### src/rtl/sao_stat_scan_ctrl.sv
// SAO statistics scan controller: walks the clipped 2x2 block raster of one CTU for Y, Cb, Cr,
// strobes the accumulators and hands each finished component to the decision stage.
module sao_stat_scan_ctrl #(
   parameter int blk_22_X_len   = 6,
   parameter int blk_22_Y_len   = 6,
   parameter int pic_width_len  = 13,
   parameter int pic_height_len = 13,
   parameter int cut_x_len      = 9,
   parameter int cut_y_len      = 9,
   parameter int PIPE_DEPTH     = 2
) (
   input  logic                      clk,
   input  logic                      arst_n,
   input  logic                      start,
   input  logic [cut_x_len-1:0]      ctu_x,
   input  logic [cut_y_len-1:0]      ctu_y,
   input  logic [2:0]                ctb_size_log2,
   input  logic [pic_width_len-1:0]  pic_width,
   input  logic [pic_height_len-1:0] pic_height,
   input  logic                      stall_i,
   input  logic                      deci_ready,
   output logic [blk_22_X_len-1:0]   X,
   output logic [blk_22_Y_len-1:0]   Y,
   output logic [1:0]                cIdx,
   output logic [4:0]                X_len,
   output logic [4:0]                Y_len,
   output logic                      not_end,
   output logic                      isToRefresh,
   output logic                      end_of_luma_st,
   output logic                      end_of_chroma_st,
   output logic                      able_to_pass,
   output logic                      wait_forPre,
   output logic                      busy
);

   localparam int DRAIN_W = (PIPE_DEPTH > 1) ? $clog2(PIPE_DEPTH) : 1;

   typedef enum logic [2:0] {
      ST_IDLE,
      ST_REFRESH,
      ST_SCAN,
      ST_DRAIN,
      ST_HANDOFF
   } state_t;

   state_t                    state;
   logic [DRAIN_W-1:0]        drain_cnt;
   logic [cut_x_len-1:0]      ctu_x_reg;
   logic [cut_y_len-1:0]      ctu_y_reg;
   logic [pic_width_len-1:0]  pic_w_reg;
   logic [pic_height_len-1:0] pic_h_reg;
   logic [2:0]                log2_reg;

   logic [2:0] start_log2;
   logic [4:0] start_x_len, start_y_len;
   logic [4:0] chroma_x_len, chroma_y_len;
   logic       at_row_end, at_last_blk;

   function automatic logic [2:0] clamp_log2(input logic [2:0] l2);
      if (l2 < 3'd4)
         return 3'd4;
      else if (l2 > 3'd6)
         return 3'd6;
      else
         return l2;
   endfunction

   // Last block index along one axis of the CTU after clipping against the picture edge.
   // The clipped extent is floored at 8 luma samples so a CTU beyond the edge cannot underflow.
   function automatic logic [4:0] last_idx(input logic [15:0] ctu_idx, input logic [15:0] pic_dim,
                                           input logic [2:0] l2, input logic chroma);
      logic [31:0] off, rem, size, wc;
      off  = 32'(ctu_idx) << l2;
      size = 32'd1 << l2;
      rem  = (32'(pic_dim) > off) ? (32'(pic_dim) - off) : 32'd0;
      wc   = (rem < size) ? rem : size;
      if (wc < 32'd8)
         wc = 32'd8;
      if (chroma)
         wc = wc >> 1;
      return 5'((wc >> 1) - 32'd1);
   endfunction

   always_comb begin
      start_log2   = clamp_log2(ctb_size_log2);
      start_x_len  = last_idx(16'(ctu_x), 16'(pic_width), start_log2, 1'b0);
      start_y_len  = last_idx(16'(ctu_y), 16'(pic_height), start_log2, 1'b0);
      chroma_x_len = last_idx(16'(ctu_x_reg), 16'(pic_w_reg), log2_reg, 1'b1);
      chroma_y_len = last_idx(16'(ctu_y_reg), 16'(pic_h_reg), log2_reg, 1'b1);
      at_row_end   = (X == blk_22_X_len'(X_len));
      at_last_blk  = at_row_end && (Y == blk_22_Y_len'(Y_len));
   end

   // not_end is the registered image of !stall_i; the raster advances only past a block that
   // was actually presented (not_end high), so stalled cycles hold X/Y.
   always_ff @(posedge clk or negedge arst_n) begin
      if (!arst_n) begin
         state            <= ST_IDLE;
         drain_cnt        <= '0;
         ctu_x_reg        <= '0;
         ctu_y_reg        <= '0;
         pic_w_reg        <= '0;
         pic_h_reg        <= '0;
         log2_reg         <= 3'd4;
         X                <= '0;
         Y                <= '0;
         cIdx             <= 2'd0;
         X_len            <= 5'd0;
         Y_len            <= 5'd0;
         not_end          <= 1'b0;
         isToRefresh      <= 1'b0;
         end_of_luma_st   <= 1'b0;
         end_of_chroma_st <= 1'b0;
         able_to_pass     <= 1'b0;
         wait_forPre      <= 1'b0;
         busy             <= 1'b0;
      end else begin
         isToRefresh      <= 1'b0;
         end_of_luma_st   <= 1'b0;
         end_of_chroma_st <= 1'b0;
         able_to_pass     <= 1'b0;
         case (state)
            ST_IDLE: begin
               wait_forPre <= 1'b0;
               not_end     <= 1'b0;
               if (start) begin
                  ctu_x_reg   <= ctu_x;
                  ctu_y_reg   <= ctu_y;
                  pic_w_reg   <= pic_width;
                  pic_h_reg   <= pic_height;
                  log2_reg    <= start_log2;
                  X_len       <= start_x_len;
                  Y_len       <= start_y_len;
                  X           <= '0;
                  Y           <= '0;
                  cIdx        <= 2'd0;
                  isToRefresh <= 1'b1;
                  busy        <= 1'b1;
                  state       <= ST_REFRESH;
               end
            end
            ST_REFRESH: begin
               not_end <= !stall_i;
               state   <= ST_SCAN;
            end
            ST_SCAN: begin
               if (not_end && at_last_blk) begin
                  not_end   <= 1'b0;
                  drain_cnt <= '0;
                  state     <= ST_DRAIN;
               end else begin
                  not_end <= !stall_i;
                  if (not_end) begin
                     if (at_row_end) begin
                        X <= '0;
                        Y <= Y + 1'b1;
                     end else begin
                        X <= X + 1'b1;
                     end
                  end
               end
            end
            ST_DRAIN: begin
               if (drain_cnt == DRAIN_W'(PIPE_DEPTH - 1))
                  state <= ST_HANDOFF;
               else
                  drain_cnt <= drain_cnt + 1'b1;
            end
            ST_HANDOFF: begin
               if (deci_ready) begin
                  able_to_pass <= 1'b1;
                  wait_forPre  <= 1'b0;
                  X            <= '0;
                  Y            <= '0;
                  if (cIdx == 2'd0)
                     end_of_luma_st <= 1'b1;
                  if (cIdx == 2'd2) begin
                     end_of_chroma_st <= 1'b1;
                     cIdx             <= 2'd0;
                     busy             <= 1'b0;
                     state            <= ST_IDLE;
                  end else begin
                     cIdx        <= cIdx + 2'd1;
                     X_len       <= chroma_x_len;
                     Y_len       <= chroma_y_len;
                     isToRefresh <= 1'b1;
                     state       <= ST_REFRESH;
                  end
               end else begin
                  wait_forPre <= 1'b1;
               end
            end
            default: state <= ST_IDLE;
         endcase
      end
   end

   a_pulse_with_pass: assert property (@(posedge clk) disable iff (!arst_n)
      (end_of_luma_st || end_of_chroma_st) |-> able_to_pass);
   a_valid_in_ctu: assert property (@(posedge clk) disable iff (!arst_n)
      not_end |-> (busy && (X <= blk_22_X_len'(X_len)) && (Y <= blk_22_Y_len'(Y_len))));

endmodule

### config.mk
export PLATFORM = sky130hd
export DESIGN_NAME = sao_stat_scan_ctrl
export DESIGN_NICKNAME = d
export VERILOG_FILES = /design/src/rtl/sao_stat_scan_ctrl.sv
export SDC_FILE = /design/constraint.sdc
export NUM_CORES = 1
export LEC_CHECK = 0
export BUFFER_PORTS_ARGS = -buffer_cell sky130_fd_sc_hd__clkbuf_2
export CAP_MARGIN = 20
export CORE_ASPECT_RATIO = 0.9
export CORE_MARGIN = 2
export CORE_UTILIZATION = 63
export CTS_BUF_LIST = sky130_fd_sc_hd__clkbuf_4
export DETAILED_ROUTE_END_ITERATION = 8
export GPL_TIMING_DRIVEN = 0
export PLACE_DENSITY_LB_ADDON = 0.3
export SETUP_SLACK_MARGIN = 0.15
export SYNTH_ARGS = -nofsm -noshare
export SYNTH_HDL_FRONTEND = slang
export SYNTH_SLANG_ARGS = --single-unit
### constraint.sdc
create_clock -name clk -period 6.9 [get_ports clk]
set_input_delay 0.69 -clock clk [delete_from_list [all_inputs] [get_ports clk]]
set_output_delay 0.69 -clock clk [all_outputs]
set_load 0.02 [all_outputs]
==> metrics <==
die outline area=15,140 um^2; GR Util All Layers=34.29%; final setup violation count=0; CTS Root Cell=clkbuf_4; flops & latches, synth=82; final cell count without fillers=1,469; CP Data Arrival Time=6.77 ns; sequential element share of the synthesized area=23.00%; Flop pwr share=15.5%; total wire length=25,610 um; clock share of power=6.0%; htree depth=3; P&R area growth vs syn=11.68%; top_reg_cell synth=dfrtp_1; RePlAce Congestion=0.9865; crit path capture=X_len[4]; fillers=1,152; clk sink count=82; global-route wire length before repair=41,100 um; skew final=0.02098 ns; CTS tree=built; Remaining DRCs=0; worst skew pair latency=0.46 ns; Worst Reg-to-Reg Cells=27; Yosys cell types=95; FP Rows=41; Max VDD drop=0.2711 mV; Longest Clk Path Bufs=2; cell internal pwr=2499 uW; DPL Wire Length=20,440 um; highest-count cells in the layout ignoring fill and taps=nand2_1, ha_1, clkbuf_2, dfrtp_1, nor2_1; maxcap violations=0; leading cell type in the layout, fill and taps excluded=nand2_1; cell total after placement=1,445; vias in the first global route=8,208; 1st-pass router iterations=5; number of I/O pins=83; core area=13,950 um^2; Pins Over Slew Limit=0; layout cells sized above 1=14.43%; endpoint class of the critical path=flip-flop; Vias/cell=6.285; Post-synth EDFFs=0; minimum clock period=6.439 ns; post-route setup TNS=0 ns; Detailed Route Iter0 Violations=975; dpl cell area=9679 um^2; Syn Inst Count=1,150; Min Hold Slack=0.09793 ns; worst flop-to-flop path endpoint=X_len[4]; Mapped Area=8926 um^2; status=complete, no violations; Slew HR=44.20%; ys async rst share=100.0%; Finished Cell Area=9968 um^2; Critical Path Source=log2_reg[1]; nets=1,415; Comb power frac=78.5%; Psw=2897 uW; final hold vios=0; Num CTS Buffers=9; RSZ-0062 raised after global routing=false; Vias=9,233; remaining antenna violation count=0; worst slew pin tran=0.8253 ns; hold crit path type=in -> async; Synth warnings=0; pin count of the biggest net entering global routing=68; average instance area after synthesis=7.762 um^2; die height=116.9 um; Final Cycle Share=93.32%; crit start category=flip-flop; kind of critical path=reg -> reg; Routed WL per cell=17.43 um; CP required=7.23 ns; f_max=155.3 MHz; CP max FO=10; power per cell area=541.3 nW/um^2; r2r setup slk=0.46 ns; switch share=53.68%; number of port buffers=82; hold_buf cts=0; initial antenna violation count=0; grt ovf=0; reg2reg start=log2_reg[1]; clk slew on worst S/H paths=0.13 ns; leakage=0.004739 uW; Die X=129.5 um; Initial Utilization=63.97%; Total Power=5396 uW
worst min path at each step:
stage / startpoint / endpoint / slack, ns / depth (start not counted)
6_report: arst_n / pic_w_reg[11] / 0.1 / 1
5_1_grt: arst_n / pic_w_reg[7] / 0.10 / 1
4_1_cts: arst_n / pic_w_reg[11] / 0.08 / 1
3_5_place_dp: wait_forPre / wait_forPre / 0.48 / 2
3_3_place_gp: wait_forPre / wait_forPre / 0.47 / 2
2_1_floorplan: arst_n / X[0] / 0.39 / 0
stage by stage:
| stage | util, % | worst slack, ns |
|---|---|---|
| after CTS | 70.62 | 0.1571 |
| after detailed placement | 69.37 | -0.4764 |
| after floorplan | - | 0.8459 |
| after global placement | 69.15 | -0.3410 |
| after global routing | 71.42 | 0.1590 |
| final | 71.44 | 0.4609 |
power by group through the flow:
| stage | Clock [uW] | Sequential, uW | Combinational (uW) |
|---|---|---|---|
| floorplan | 0 | 835 | 3040 |
| detailed placement | 0 | 836 | 3950 |
| CTS | 324 | 826 | 4000 |
| global route | 345 | 857 | 4670 |
| global placement | 0 | 829 | 3860 |
| finish | 322 | 837 | 4240 |
synth_stat cells (4+ instances only):
cell type  number  area, um^2
ha_1           89        1114
nand3_1        32       160.2
a21oi_1        71       355.3
a22oi_1         6       45.04
nand4_1        15       93.84
o211ai_1       11       82.58
nand4b_1        5       43.79
nand3b_1        9       67.56
nor2_1         80       300.3
o21ai_0        67       335.3
nor3_1         18       90.09
nand2_1       230       863.3
a221o_1         5       50.05
a211oi_1       12       90.09
o21a_1         13       97.59
fa_1            4       80.08
a32oi_1         4       35.03
and3_1          7       43.79
xnor2_1        30       262.8
inv_1          35       131.4
nor2b_1        15       93.84
nand2b_1       18       112.6
mux2_2         22       247.7
buf_2           9       45.04
o2111ai_1       6       52.55
o21ai_1        10       50.05
o22ai_1         4       25.02
or3_1           6       37.54
buf_1           5       18.77
o211a_1         7       70.07
xor2_1         14       122.6
a21o_1         22       165.2
clkbuf_1       27       101.4
nor4_1         10       62.56
a31oi_1        12       75.07
and2_1         14       87.58
dfrtp_1        81        2027
mux2i_1        37       370.4
worst max-delay path, cell delays in order (launching register included):
cell and delay, ns:
dfrtp_1 0.38, buf_2 0.16, buf_4 0.18, inv_1 0.11, nand2_1 0.12, nor2_1 0.54, a22oi_1 0.20, ha_1 0.39
nand3_1 0.13, o21bai_4 0.21, and2_1 0.17, o311ai_0 0.73, nor2b_1 0.22, ha_1 0.26, nand4_1 0.13, inv_1 0.06
a221o_1 0.35, a21o_1 0.18, a31oi_1 0.19, clkbuf_4 0.24, a21oi_1 0.08, o2111ai_1 0.11, nor4b_2 0.42, a21oi_1 0.08
ha_1 0.25, o211ai_1 0.11, xnor2_1 0.18, o21ai_0 0.10
routing by layer:
layer	GRT usage, %	share of wire (%)	vias to the layer above
met5	0	0	-
met4	9.391	2.3	0
met3	6.045	9.5	64
met2	52.81	43	443
met1	49.99	45	4320
li1	-	-	4406
cell families after synthesis:
kind of cell | Yosys count | synth area share, %
and+or+nand+nor | 487 | 25.92
other | 2 | 0.08414
buffers and inverters | 84 | 4.037
xor gates and xnor gates | 44 | 4.317
adders and majority gates | 93 | 13.37
DFF | 82 | 23.00
AOI/OAI and AO/OA | 299 | 22.34
muxes | 59 | 6.925
repair_timing:
| item | CTS | global route |
|---|---|---|
| pin swaps | 1 | 4 |
| gates cloned | 0 | 0 |
| resized for setup | 6 | 24 |
| buffers inserted | 1 | 6 |
| endpoints found under the setup margin | 6 | 7 |
layout make-up:
class / instances / area (um^2) / share of cell area [%]
Inverter: 37 / 138.9 / 1.393
Clock inverter: 7 / 91.34 / 0.9163
Buffer: 47 / 247.7 / 2.485
Clock buffer: 9 / 67.56 / 0.6778
Multi-Input combinational cell: 1003 / 6633 / 66.54
Timing Repair Buffer: 90 / 493.0 / 4.945
Tap cell: 193 / 241.5 / 2.422
Sequential cell: 82 / 2053 / 20.60
Antenna cell: 1 / 2.502 / 0.02510
Note: power is estimated with default switching activity, not from simulation.
